## src/rtl/unidade_controle_multiciclo_pkg.sv

```systemverilog
// Shared definitions for the multicycle control unit: opcodes, ALU commands,
// FSM state encoding and the instruction legality/class decoder.
package unidade_controle_multiciclo_pkg;

  localparam logic [6:0] OP_R      = 7'b0110011;
  localparam logic [6:0] OP_I      = 7'b0010011;
  localparam logic [6:0] OP_LOAD   = 7'b0000011;
  localparam logic [6:0] OP_STORE  = 7'b0100011;
  localparam logic [6:0] OP_BRANCH = 7'b1100011;

  localparam logic [3:0] ALU_AND = 4'b0000;
  localparam logic [3:0] ALU_OR  = 4'b0001;
  localparam logic [3:0] ALU_ADD = 4'b0010;
  localparam logic [3:0] ALU_SUB = 4'b0100;
  localparam logic [3:0] ALU_SRL = 4'b0101;

  typedef enum logic [2:0] {
    S_FETCH   = 3'd0,
    S_DECODE  = 3'd1,
    S_EXEC    = 3'd2,
    S_MEM     = 3'd3,
    S_WB      = 3'd4,
    S_ILLEGAL = 3'd5
  } state_t;

  // CL_NONE doubles as "illegal" during DECODE and "no ALU op" elsewhere
  typedef enum logic [2:0] {
    CL_NONE   = 3'd0,
    CL_R      = 3'd1,
    CL_I      = 3'd2,
    CL_LOAD   = 3'd3,
    CL_STORE  = 3'd4,
    CL_BRANCH = 3'd5
  } iclass_t;

  // Classify the instruction register fields; anything outside the
  // supported subset returns CL_NONE.
  function automatic iclass_t classify(input logic [6:0] op,
                                       input logic [2:0] f3,
                                       input logic [6:0] f7);
    iclass_t c;
    c = CL_NONE;
    case (op)
      OP_R:
        if ((f3 == 3'b000 && (f7 == 7'b0000000 || f7 == 7'b0100000)) ||
            ((f3 == 3'b110 || f3 == 3'b101) && f7 == 7'b0000000))
          c = CL_R;
      OP_I:
        if (f3 == 3'b000 || f3 == 3'b110 || f3 == 3'b111 ||
            (f3 == 3'b101 && f7 == 7'b0000000))
          c = CL_I;
      OP_LOAD:   if (f3 == 3'b001) c = CL_LOAD;
      OP_STORE:  if (f3 == 3'b001) c = CL_STORE;
      OP_BRANCH: if (f3 == 3'b000) c = CL_BRANCH;
      default:   c = CL_NONE;
    endcase
    return c;
  endfunction

endpackage

```

## src/rtl/unidade_controle_multiciclo_decodificador_ula.sv

```systemverilog
// ALU command decoder: maps instruction class and function fields to the
// ALU command. Non-ALU classes (CL_NONE) fall back to ADD.
module decodificador_ula
  import unidade_controle_multiciclo_pkg::*;
#(
  parameter int ALU_CTRL_W = 4
) (
  input  logic [2:0]            instr_class,
  input  logic [2:0]            funct3,
  input  logic [6:0]            funct7,
  output logic [ALU_CTRL_W-1:0] alu_control
);

  logic [3:0] cmd;

  // Command selection; immediate ops never subtract, so only R uses funct7
  always_comb begin
    cmd = ALU_ADD;
    case (instr_class)
      CL_R:
        case (funct3)
          3'b000:  cmd = (funct7 == 7'b0100000) ? ALU_SUB : ALU_ADD;
          3'b110:  cmd = ALU_OR;
          3'b111:  cmd = ALU_AND;
          3'b101:  cmd = ALU_SRL;
          default: cmd = ALU_ADD;
        endcase
      CL_I:
        case (funct3)
          3'b110:  cmd = ALU_OR;
          3'b111:  cmd = ALU_AND;
          3'b101:  cmd = ALU_SRL;
          default: cmd = ALU_ADD;
        endcase
      CL_BRANCH: cmd = ALU_SUB;
      default:   cmd = ALU_ADD;
    endcase
  end

  assign alu_control = ALU_CTRL_W'(cmd);

endmodule

```

## src/rtl/unidade_controle_multiciclo.sv

```systemverilog
// Multicycle RISC-V subset control unit: registered-state Moore FSM
// (FETCH/DECODE/EXEC/MEM/WB/ILLEGAL) with outputs decoded from the state
// and the instruction register fields.
module unidade_controle_multiciclo
  import unidade_controle_multiciclo_pkg::*;
#(
  parameter int MEM_WAIT_EN = 1,
  parameter int ALU_CTRL_W  = 4
) (
  input  logic                  clk,
  input  logic                  reset,
  input  logic [6:0]            opcode,
  input  logic [2:0]            funct3,
  input  logic [6:0]            funct7,
  input  logic                  zero,
  input  logic                  mem_ready,
  output logic                  PCWrite,
  output logic                  IRWrite,
  output logic                  RegWrite,
  output logic                  MemRead,
  output logic                  MemWrite,
  output logic                  MemToReg,
  output logic [1:0]            ALUSrcA,
  output logic [1:0]            ALUSrcB,
  output logic                  PCSrc,
  output logic [ALU_CTRL_W-1:0] alu_control,
  output logic [2:0]            state,
  output logic                  illegal_instr
);

  state_t  state_q, state_d;
  iclass_t cls, alu_cls;
  logic    rdy;

  assign cls     = classify(opcode, funct3, funct7);
  assign rdy     = (MEM_WAIT_EN != 0) ? mem_ready : 1'b1;
  assign alu_cls = (state_q == S_EXEC) ? cls : CL_NONE;
  assign state   = state_q;

  // Next-state selection; undefined encodings recover to FETCH
  always_comb begin
    state_d = state_q;
    case (state_q)
      S_FETCH:   if (rdy) state_d = S_DECODE;
      S_DECODE:  state_d = (cls == CL_NONE) ? S_ILLEGAL : S_EXEC;
      S_EXEC:
        case (cls)
          CL_R, CL_I:        state_d = S_WB;
          CL_LOAD, CL_STORE: state_d = S_MEM;
          default:           state_d = S_FETCH;
        endcase
      S_MEM:     if (rdy) state_d = (cls == CL_LOAD) ? S_WB : S_FETCH;
      S_WB:      state_d = S_FETCH;
      S_ILLEGAL: state_d = S_ILLEGAL;
      default:   state_d = S_FETCH;
    endcase
  end

  // State register with synchronous reset to FETCH
  always_ff @(posedge clk) begin
    if (reset) state_q <= S_FETCH;
    else       state_q <= state_d;
  end

  // Output decode; reset masks every strobe immediately so an aborted
  // memory access never sees a write in the reset cycle
  always_comb begin
    PCWrite       = 1'b0;
    IRWrite       = 1'b0;
    RegWrite      = 1'b0;
    MemRead       = 1'b0;
    MemWrite      = 1'b0;
    MemToReg      = 1'b0;
    ALUSrcA       = 2'b00;
    ALUSrcB       = 2'b00;
    PCSrc         = 1'b0;
    illegal_instr = 1'b0;
    case (state_q)
      S_FETCH: begin
        MemRead = 1'b1;
        ALUSrcB = 2'b01;
        IRWrite = rdy;
        PCWrite = rdy;
      end
      S_DECODE: begin
        ALUSrcA = 2'b01;
        ALUSrcB = 2'b10;
      end
      S_EXEC: begin
        ALUSrcA = 2'b10;
        case (cls)
          CL_I, CL_LOAD, CL_STORE: ALUSrcB = 2'b10;
          CL_BRANCH: begin
            ALUSrcB = 2'b00;
            PCSrc   = 1'b1;
            PCWrite = zero;
          end
          default:                 ALUSrcB = 2'b00;
        endcase
      end
      S_MEM: begin
        MemRead  = (cls == CL_LOAD);
        MemWrite = (cls == CL_STORE);
      end
      S_WB: begin
        RegWrite = 1'b1;
        MemToReg = (cls == CL_LOAD);
      end
      S_ILLEGAL: illegal_instr = 1'b1;
      default: ;
    endcase
    if (reset) begin
      PCWrite       = 1'b0;
      IRWrite       = 1'b0;
      RegWrite      = 1'b0;
      MemRead       = 1'b0;
      MemWrite      = 1'b0;
      MemToReg      = 1'b0;
      illegal_instr = 1'b0;
    end
  end

  decodificador_ula #(.ALU_CTRL_W(ALU_CTRL_W)) u_dec (
    .instr_class (alu_cls),
    .funct3      (funct3),
    .funct7      (funct7),
    .alu_control (alu_control)
  );

endmodule

```

## config.mk

```make
export PLATFORM = sky130hd
export DESIGN_NAME = unidade_controle_multiciclo
export DESIGN_NICKNAME = d
export VERILOG_FILES = /design/src/rtl/unidade_controle_multiciclo_pkg.sv /design/src/rtl/unidade_controle_multiciclo_decodificador_ula.sv /design/src/rtl/unidade_controle_multiciclo.sv
export SDC_FILE = /design/constraint.sdc
export NUM_CORES = 1
export LEC_CHECK = 0
export ABC_AREA = 1
export CAP_MARGIN = 40
export CORE_AREA = 5 5 42 44
export CTS_CLUSTER_SIZE = 8
export DETAILED_ROUTE_END_ITERATION = 6
export DIE_AREA = 0 0 47 49
export DONT_BUFFER_PORTS = 1
export HOLD_SLACK_MARGIN = 0.08
export PLACE_DENSITY_LB_ADDON = 0.15
export SLEW_MARGIN = 40
export SYNTH_ARGS = -nofsm -noshare
export SYNTH_HDL_FRONTEND = slang
export SYNTH_SLANG_ARGS = --single-unit
```

## constraint.sdc

```tcl
create_clock -name clk -period 2.8 [get_ports clk]
set_input_delay 0.28 -clock clk [delete_from_list [all_inputs] [get_ports clk]]
set_output_delay 0.28 -clock clk [all_outputs]
set_load 0.005 [all_outputs]
```

* After elaboration in Yosys (flattened, before gate mapping)
Index checks and enable logic that the tools add are counted.
** Operators by class
- Equality and inequality tests :: 25
- Mux-type cells :: 37
- Reductions and logical operators :: 17
** Operators with widths (count)
- 3-bit case mux with 5 select lines :: 2
- 3-bit equality test, second input constant :: 8
- 3-bit 2-to-1 mux :: 8
- 7-bit by 6-bit equality test with 1-bit output, second input constant :: 3
- 1-bit 2-to-1 mux :: 16
- 4-bit case mux with 4 select lines :: 1
- 3-bit by 2-bit equality test with 1-bit output, second input constant :: 5
- 3-bit by 1-bit equality test with 1-bit output, second input constant :: 4
- 4-bit case mux with 3 select lines :: 1
- 3-bit zero test :: 3
- 3-bit case mux with 3 select lines :: 1
- 7-bit by 2-bit equality test with 1-bit output, second input constant :: 1
- 7-bit by 5-bit equality test with 1-bit output, second input constant :: 1
- 7-bit equality test, second input constant :: 1
- 7-bit zero test :: 1
- 1-bit logical OR :: 6
- 2-bit 2-to-1 mux :: 3
- 2-bit case mux with 3 select lines :: 1
- 3-bit case mux with 2 select lines :: 1
- 2-bit != test, second input constant :: 2
- 1-bit case mux with 2 select lines :: 2
- 2-bit case mux with 2 select lines :: 1
- 2-bit OR reduction :: 2
- 1-bit logical AND :: 3
- 2 further kinds :: 2
** Word-level totals
- Register bits after elaboration :: 3
- Output and inout port bits :: 19
- Word-level logic and storage cells :: 80

* Depth between registers and ports, before layout
Gate-level depths: netlist of run 1.
- Depth in word-level cells :: 10
- Mapped depth :: 14
- Depth with buffers taken out :: 14

* Cells and area by module
From an unflattened synthesis of run 1, not the netlist that was laid out.
** Second synthesis, totals
- Cell total of the unflattened synthesis :: 161
- Area total of the unflattened synthesis :: 785.8 sq um
** By module, submodules not included
- unidade_controle_multiciclo :: times used 1, cells an instance 117, area each 591.8 sq um, seq. area each 60.1 sq um
- decodificador_ula :: times used 1, cells an instance 44, area each 193.9 sq um, seq. area each 0.0 sq um

* Worst setup path after synthesis of run 1
Ideal clock, no wire load.
- Kind :: input to output
- From :: input port opcode[3]
- To :: output port alu_control[2]
- Arrival time :: 1.238 ns
- Data required time :: 2.520 ns
- Slack :: 1.282 ns
- Stages :: 9
- Cells stage by stage :: nor2_1 -> nand4_1 -> nor2_2 -> inv_2 -> nand2_4 -> nand4_4 -> nor2_1 -> nor2_1 -> o21ai_1
** Between the ends
- Cells in the longest elaborated chain, start to end :: 5
** Ends and longest elaborated chain
- from (decl) :: line unidade_controle_multiciclo.sv:12 : input logic [6:0] opcode,
- 7-bit equality test, or another cell as far along :: line unidade_controle_multiciclo_pkg.sv:43 : case (op)
- 3-bit case mux with 5 select lines * :: line unidade_controle_multiciclo_pkg.sv:43
- 3-bit 2-to-1 mux * :: line unidade_controle_multiciclo.sv:37 : assign alu_cls = (state_q == S_EXEC) ? cls : CL_NONE;
- 3-bit equality test, or another cell as far along :: line unidade_controle_multiciclo_decodificador_ula.sv:19 : case (instr_class)
- 4-bit case mux with 3 select lines * :: line unidade_controle_multiciclo_decodificador_ula.sv:19
- to (decl) :: line unidade_controle_multiciclo.sv:26 : output logic [ALU_CTRL_W-1:0] alu_control,
Mark *: on every way between the ends. The rest lies on a longest branch, timed or not.

* Worst setup path in the final report of run 1
- From :: register state_q[2] (netlist: state[2])
- To :: output port PCWrite
** Between the ends
- Cells in the longest elaborated chain, start to end :: 3
** Ends and longest elaborated chain
- from (decl) :: line unidade_controle_multiciclo.sv:31 : state_t state_q, state_d;
- from (signal assigned) :: line unidade_controle_multiciclo.sv:62 : else state_q <= state_d;
- 3-bit by 2-bit equality test with 1-bit output or 3-bit zero test (tied branches) :: line unidade_controle_multiciclo.sv:78 : case (state_q)
- 1-bit case mux with 2 select lines * :: line unidade_controle_multiciclo.sv:78
- 1-bit 2-to-1 mux * :: line unidade_controle_multiciclo.sv:112 : if (reset) begin
- to (decl) :: line unidade_controle_multiciclo.sv:17 : output logic PCWrite,
Marked as above.

==> impl_metrics.py, run 1 <==
metrics = {
    "logic_synthesis": {
        "ys_seq_elements": 3,
        "syn-instance-count": 143,
        "synth_top_family_by_area": "simple AND/OR/NAND/NOR gates",
        "synth_compound_area_share_pct": 9.221,
        "synthAdderAreaFrac_pct": 0,
        "synth.avg_cell_area_um2": 5.504,
        "synth.area.mux_share_pct": 0,
        "synth_commonest_cells": "34 x nand2_1, 26 x inv_1, 19 x nor2_1",
        "synth.area.top_cells": "nand2_1 16%, inv_1 12%, nor2_1 9.1%",
        "synthMostInstantiatedCell": "nand2_1",
        "synth_top_area_share_pct": 16.22,
        "yosysWarnings": 0,
        "synth-edff-count": 0,
        "synthFlopType": "dfxtp_1",
        "synth_nets": 164,
        "synth-xor-area-share_pct": 0,
        "synthSimpleGateAreaFrac_pct": 66.77,
        "synth_top_cell_by_area": "nand2_1",
        "syn_area_um2": 787.0,
        "ys_types": 27,
        "synth_seq_area_share_pct": 7.631,
        "ys_async_sr_fraction_pct": 0,
    },
    "global_route": {
        "grt_pass1_wl_mm": 3.084,
        "first_global_vias": 759,
        "overflow": 0,
        "grt_antenna_before_repair": 0,
        "grt_max_degree": 8,
        "track_usage_pct": 17.02,
    },
    "clocking": {
        "numCtsBuffers": 3,
        "post_cts_buffers": 0,
        "worstSkewPairLatency_ns": 0.22,
        "cts-root-buf": "clkbuf_4",
        "clk_pin_slew_worst_paths_ns": 0.03,
        "cts_tree": "yes",
        "htreeDepth": 1,
        "cts.sinks": 3,
        "max-clock-path-buffers": 2,
        "cts_resized": 0,
        "hold_buffers": 0,
    },
    "floorplanning": {
        "rows": 14,
        "core_mm2": 0.001401,
        "io-pin-count": 40,
        "initial_core_util_pct": 56.16,
        "die_area_mm2": 0.002303,
        "fp.dieH_um": 49,
        "die_w_um": 47,
    },
    "routing": {
        "drt_first_pass_iters": 4,
        "vias": 818,
        "finalWirelength_mm": 1.861,
        "wl_per_cell_um": 11.49,
        "drc_errors": 0,
        "avgViaCountPerCell": 5.049,
        "drt_iter0_markers": 13,
        "postRouteAntennaNets": 0,
    },
    "setup_path": {
        "cp_common_cell": "inv_1",
        "required_ns": 2.52,
        "worst_r2r_path_depth": 8,
        "endpoint_kind": "output pin",
        "critPathKind": "flip-flop to output pin",
        "critPathMaxFanout": 7,
        "crit_path_top_delay_cell": "dfxtp_1",
        "cp_cell_sequence": "nor2_1, inv_1, nor2_2, inv_1, nor2_4, nand2_2, inv_2, nand2_1, a21oi_2",
        "max_stage_delay_ns": 0.37,
        "cp-start-kind": "flip-flop",
        "cp.arrival_ns": 1.66,
    },
    "place": {
        "dp.cells": 158,
        "place_ws_ns": 1.094,
        "hpwl_mm": 1.626,
        "io_buffers": 0,
        "gp_congestion": 0.9180,
    },
    "final_layout": {
        "final_cells": 162,
        "largest_reg_flops": 3,
        "diodes": 0,
        "area_growth_pct": 4.928,
        "nets": 168,
        "drive_above_1_share_pct": 19.86,
        "nFillCells": 150,
    },
    "worst_hold_path": {
        "hold_path.class": "input pin to flip-flop",
        "whs_path_depth": 3,
    },
    "timing": {
        "final-hold-violation-count": 0,
        "post-route-period-util_pct": 69.33,
        "max_freq_mhz": 515.2,
        "clock_skew_ns": 0.0005359,
        "drv_slew": 0,
        "period_minus_slack_ns": 1.941,
        "setup_violations": 0,
        "finalSetupTns_ns": 0,
        "rsz0062_at_grt": "false",
        "setup_ws_ns": 0.8588,
    },
    "job": {
        "maxCapViolations": 0,
    },
    "pwr": {
        "ir_worst_vdd_uv": 238.5,
        "leakage_nw": 0.4564,
        "power-per-cell-area_mw_per_mm2": 246.9,
    },
    "outcome": {
        "status": "finished, final reports clean",
    },
}
## metrics by stage
stage	area [um^2]	hold slack (ns)	total power, W	util (%)
floorplan	787.0	0.4574	0.0001197	-
global placement	799.5	0.4730	0.0001305	57.05
detailed placement	799.5	0.4823	0.0001315	57.05
CTS	825.8	0.2437	0.0002065	58.93
global route	825.8	0.2691	0.0002254	58.93
finish	825.8	0.2496	0.0002039	58.93
## logic make-up after synthesis
group,after synthesis
AND/OR/NAND/NOR,97
AO/OA/AOI/OAI,11
other,1
buffers and inverters,31
flip-flops,3
## routing by layer
layer / vias to the layer above / track usage, % / routed length [um]
met2: 24 / 26.47 / 853
met4: 0 / 5.069 / 12
met3: 2 / 3.690 / 145
met1: 338 / 22.76 / 849
li1: 454 / - / -
met5: - / 0 / 0
## cell usage in the layout, fill, tap and decap left out, drive strengths merged
master,instances
nand2,42
inv,30
nor2,27
nand3,16
nor3,5
a21oi,4
clkbuf,4
nor4,3
dfxtp,3
o21ai,3
nand3b,2
nand4,2
a31oi,2
a21boi,1
a211oi,1
conb,1
## area by class of cell
cell class                 count  area, um^2  area share, %
multi-input combinational    109       601.8          72.88
inverter                      30       117.6          14.24
sequential                     3       60.06          7.273
clock buffer                   4       26.28          3.182
tap                           16       20.02          2.424
## critical path: cells and delay by family (launching register included)
kind                   cells  cell delay [ns]
AND/OR/NAND/NOR            5             0.66
flip-flops                 1             0.37
buffers and inverters      3             0.28
AO/OA/AOI/OAI              1             0.13
## final timing paths
path | startpoint | end | slack, ns
worst max register to register | state[2] | state[0] | 1.31
worst max-delay path | state[2] | PCWrite | 0.86
worst min-delay path | mem_ready | state[0] | 0.25
worst min register to register | state[2] | state[2] | 0.79
## where the power goes
group | switching [W] | total (W) | internal [W]
Clock | 0.0000192 | 0.0000724 | 0.0000532
Combinational | 0.0000518 | 0.0000777 | 0.0000259
Sequential | 0.00000672 | 0.0000537 | 0.0000470
Total | 0.0000777 | 0.000204 | 0.000126
No activity file was read; power rests on OpenSTA's default activity.
==> run 2: changes to the inputs <==
clock period = 2.02 ns   (was 2.8 ns; I/O delays follow)
==> run 2 against run 1 <==
  * Utilization is 0.54 points higher
  * Global-route usage is 0.43 points lower
  * Final cell count is 0.62% higher
  * Largest cell class unchanged
  * Combinational power is 39% higher
  * Critical endpoint unchanged
  * Cell area is 0.91% higher
  * Via count is 3.1% higher
  * Critical path depth is 1 lower
  * Register-to-register slack worse by 0.67 ns
  * Sequential power is 37% higher
  * Flip-flop and latch count stayed put
==> impl_metrics.py, run 2 (synthesis gave the netlist of run 1 again) <==
metrics = {
    "outcome": {
        "status": "finished, final reports clean",
    },
    "place": {
        "io_buffers": 0,
        "gp_congestion": 0.9206,
        "hpwl_mm": 1.595,
        "dp.cells": 159,
    },
    "timing": {
        "drv_slew": 0,
        "rsz0062_at_grt": "false",
        "setup_violations": 0,
        "hold_slack_ns": 0.1630,
        "max_freq_mhz": 619.6,
        "finalSetupTns_ns": 0,
        "clock_skew_ns": 0.003384,
        "post-route-period-util_pct": 79.90,
        "period_minus_slack_ns": 1.614,
        "final-hold-violation-count": 0,
    },
    "final_layout": {
        "nets": 169,
        "final_cells": 163,
        "seq_area_um2": 60.06,
        "multi_input_area_um2": 601.8,
        "final_cell_mix": "34 x nand2_1, 26 x inv_1, 19 x nor2_1, 13 x nand3_1",
        "area_growth_pct": 5.882,
        "largest_reg_flops": 3,
        "nFillCells": 140,
        "drive_above_1_share_pct": 20.41,
        "diodes": 0,
        "final_common_cell": "nand2_1",
    },
    "setup_path": {
        "timing.rr.start": "state[2]",
        "critPathMaxFanout": 6,
        "required_ns": 1.82,
        "cp-start-kind": "flip-flop",
        "r2r_slack_ns": 0.64,
        "endpoint_kind": "output pin",
        "critPathKind": "flip-flop to output pin",
        "critPathLaunch": "state[1]",
        "cp.arrival_ns": 1.41,
    },
    "routing": {
        "drt_first_pass_iters": 4,
        "drc_errors": 0,
        "postRouteAntennaNets": 0,
        "drt_iter0_markers": 17,
        "vias": 843,
        "finalWirelength_mm": 1.799,
        "wl_per_cell_um": 11.04,
        "avgViaCountPerCell": 5.172,
    },
    "pwr": {
        "ir_worst_vdd_uv": 350.5,
        "leakage_nw": 0.4619,
        "power-per-cell-area_mw_per_mm2": 340.4,
    },
    "clocking": {
        "htreeDepth": 1,
        "max-clock-path-buffers": 2,
        "worstSkewPairLatency_ns": 0.23,
        "hold_buffers": 0,
        "cts_resized": 0,
        "cts.sinks": 3,
        "cts_tree": "yes",
        "numCtsBuffers": 3,
        "cts-root-buf": "clkbuf_4",
        "post_cts_buffers": 0,
        "clk_pin_slew_worst_paths_ns": 0.03,
    },
    "global_route": {
        "grt_antenna_before_repair": 0,
        "first_global_vias": 760,
        "grt_pass1_wl_mm": 3.008,
        "grt_max_degree": 8,
        "track_usage_pct": 16.58,
        "overflow": 0,
    },
    "floorplanning": {
        "io-pin-count": 40,
        "initial_core_util_pct": 56.16,
        "die_area_mm2": 0.002303,
        "die_w_um": 47,
        "rows": 14,
        "core_mm2": 0.001401,
        "fp.dieH_um": 49,
    },
    "worst_hold_path": {
        "worstHoldStart": "mem_ready",
        "hold_path.class": "input pin to flip-flop",
    },
    "job": {
        "maxCapViolations": 0,
    },
}
## run 2: layer usage
layer  GRT usage (%)  wire length, um  vias to the layer above
met2           25.79              811                       29
li1                -                -                      456
met4           1.382                0                        0
met1           23.58              832                      358
met5               0                0                        -
met3           4.059              155                        0
## run 2: path summary, 6_finish.rpt
path                    to  cells past startpoint
setup / recovery   PCWrite                      8
hold reg to reg   state[2]                      3
hold / removal    state[1]                      3
setup reg to reg  state[0]                      8
## run 2: power breakdown
part | leakage [nW] | total, W | internal, W | switching (W)
clock | 0.0150 | 0.000101 | 0.0000738 | 0.0000277
combinational | 0.422 | 0.000108 | 0.0000360 | 0.0000724
sequential | 0.0245 | 0.0000738 | 0.0000652 | 0.00000862
## run 2: final cells by class
type	instances	area share, %
Clock buffer	4	3.153
Inverter	30	14.11
Multi-Input combinational cell	109	72.22
Sequential cell	3	7.207
Tap cell	16	2.402
Timing Repair Buffer	1	0.9009
## run 2: critical path, cell delays in order (launching register included)
cell	delay (ns)
dfxtp_1	0.43
inv_1	0.10
nor2_2	0.13
inv_1	0.07
nor2_4	0.12
nand2_2	0.06
inv_2	0.08
nand2_1	0.06
a21oi_2	0.13
## run 2: per-stage QoR
stage / utilization, % / cell area [um^2] / total power, W / worst slack (ns)
2_1_floorplan: - / 787.0 / 0.0001659 / 0.5876
6_report: 59.46 / 833.3 / 0.0002837 / 0.4060
5_1_grt: 59.46 / 833.3 / 0.0003133 / 0.2674
3_5_place_dp: 57.59 / 807.0 / 0.0001824 / 0.5244
3_3_place_gp: 57.59 / 807.0 / 0.0001831 / 0.5696
4_1_cts: 59.46 / 833.3 / 0.0002870 / 0.4099
==> run 3: changes to the inputs <==
clock period = 1.61 ns   (was 2.02 ns; I/O delays follow)
==> run 3 against run 2 <==
  * Via count is 5.6% higher
  * Total power is 36% higher
  * Clock skew is 0.0041 ns higher
  * Critical path depth is 1 higher
  * Sequential share of layout area is 0.44 points higher
  * Clock power is 40% higher
  * Wire length is 12% higher
  * Final cell count stayed put
  * Die area stayed put
  * Count of clock-buffer cells in the layout stayed put
  * Global-route usage is 1.9 points higher
  * Critical path type unchanged
  * Critical endpoint unchanged
  * Largest cell class unchanged
  * Largest power group unchanged
==> impl_metrics.py, run 3 (synthesis gave the netlist of run 1 again) <==
metrics = {
    "outcome": {
        "status": "finished, final reports clean",
    },
    "floorplanning": {
        "core_mm2": 0.001401,
        "die_w_um": 47,
        "die_area_mm2": 0.002303,
        "initial_core_util_pct": 56.16,
        "rows": 14,
        "io-pin-count": 40,
        "fp.dieH_um": 49,
    },
    "pwr": {
        "leakage_nw": 0.4705,
        "ir_worst_vdd_uv": 606.6,
        "power-per-cell-area_mw_per_mm2": 443.9,
    },
    "place": {
        "hpwl_mm": 1.694,
        "io_buffers": 0,
        "dp.cells": 159,
        "gp_congestion": 0.9612,
    },
    "global_route": {
        "first_global_vias": 773,
        "grt_antenna_before_repair": 0,
        "grt_pass1_wl_mm": 3.208,
        "grt_max_degree": 8,
        "track_usage_pct": 18.47,
        "overflow": 0,
    },
    "job": {
        "maxCapViolations": 0,
    },
    "clocking": {
        "clk_pin_slew_worst_paths_ns": 0.04,
        "htreeDepth": 1,
        "numCtsBuffers": 3,
        "cts.sinks": 3,
        "worstSkewPairLatency_ns": 0.25,
        "max-clock-path-buffers": 2,
        "cts_tree": "yes",
        "cts-root-buf": "clkbuf_4",
        "hold_buffers": 0,
        "post_cts_buffers": 0,
    },
    "timing": {
        "drv_slew": 0,
        "final-hold-violation-count": 0,
        "max_freq_mhz": 639.9,
        "setup_violations": 0,
        "post-route-period-util_pct": 97.06,
        "rsz0062_at_grt": "true",
        "period_minus_slack_ns": 1.563,
        "finalSetupTns_ns": 0,
        "clock_skew_ns": 0.007456,
    },
    "final_layout": {
        "diodes": 0,
        "area_growth_pct": 10.17,
        "final_cells": 163,
        "nets": 169,
        "drive_above_1_share_pct": 27.21,
        "final_cell_mix": "33 x nand2_1, 24 x inv_1, 16 x nor2_1, 13 x nand3_1, 7 x nor2_4",
        "largest_reg_flops": 3,
        "final_common_cell": "nand2_1",
    },
    "routing": {
        "wl_per_cell_um": 12.34,
        "drt_first_pass_iters": 4,
        "postRouteAntennaNets": 0,
        "avgViaCountPerCell": 5.460,
        "drc_errors": 0,
        "vias": 890,
        "drt_iter0_markers": 27,
        "finalWirelength_mm": 2.011,
    },
    "setup_path": {
        "endpoint_kind": "output pin",
        "cp.arrival_ns": 1.40,
        "required_ns": 1.45,
        "cp-start-kind": "flip-flop",
        "critPathMaxFanout": 7,
        "critPathKind": "flip-flop to output pin",
    },
    "worst_hold_path": {
        "hold_path.class": "input pin to flip-flop",
    },
}
[run 3: power by group]
| part | switching (W) | internal [W] |
|---|---|---|
| Sequential | 0.0000158 | 0.0000830 |
| Combinational | 0.0000953 | 0.0000497 |
| Clock | 0.0000477 | 0.0000934 |
| Total | 0.000159 | 0.000226 |
[run 3: cell type report]
| type | count | area, um^2 |
|---|---|---|
| Inverter | 30 | 117.6 |
| Tap cell | 16 | 20.02 |
| Sequential cell | 3 | 66.31 |
| Multi-Input combinational cell | 109 | 625.6 |
| Clock buffer | 4 | 26.28 |
| Timing Repair Buffer | 1 | 11.26 |
| Fill cell | 148 | 534.3 |
[run 3: metrics by stage]
| stage | setup WS [ns] | power, W | hold slack [ns] | cell area, um^2 | utilization (%) |
|---|---|---|---|---|---|
| after floorplan | 0.2186 | 0.0002081 | 0.3384 | 787.0 | - |
| after CTS | 0.009728 | 0.0003643 | 0.1102 | 835.8 | 59.64 |
| final | 0.04725 | 0.0003849 | 0.1014 | 867.1 | 61.88 |
| after global placement | 0.1806 | 0.0002264 | 0.3439 | 807.0 | 57.59 |
| after global routing | -0.03980 | 0.0004215 | 0.1119 | 867.1 | 61.88 |
| after detailed placement | 0.1764 | 0.0002283 | 0.3444 | 807.0 | 57.59 |
[run 3: final timing paths]
| kind | from | end | slack [ns] | cells past startpoint |
|---|---|---|---|---|
| max reg2reg | state[2] | state[1] | 0.25 | 8 |
| max | state[2] | PCWrite | 0.05 | 9 |
| min | mem_ready | state[0] | 0.10 | 3 |
| min reg2reg | state[2] | state[2] | 0.67 | 3 |
[run 3: layer usage]
metal  part of all wire (%)  up-vias  global-route usage (%)
met5                      0        -                       0
met4                    2.0        0                   4.147
met3                    9.5        7                   8.118
met2                     46       35                   27.38
met1                     42      388                   24.18
li1                       -      460                       -
[run 3: what timing repair did]
action	in CTS	in global routing
endpoints found under the setup margin	3	5
endpoints found under the hold margin	0	0
pin swaps	0	3
resized for setup	2	12
[run 3: critical path, cell delays in order (launching register included)]
cell	delay (ns)
dfxtp_4	0.37
nor2_4	0.08
inv_2	0.06
nor2_4	0.13
inv_2	0.05
nor2_4	0.10
nand2_2	0.06
inv_2	0.09
nand2_2	0.05
a21oi_2	0.15
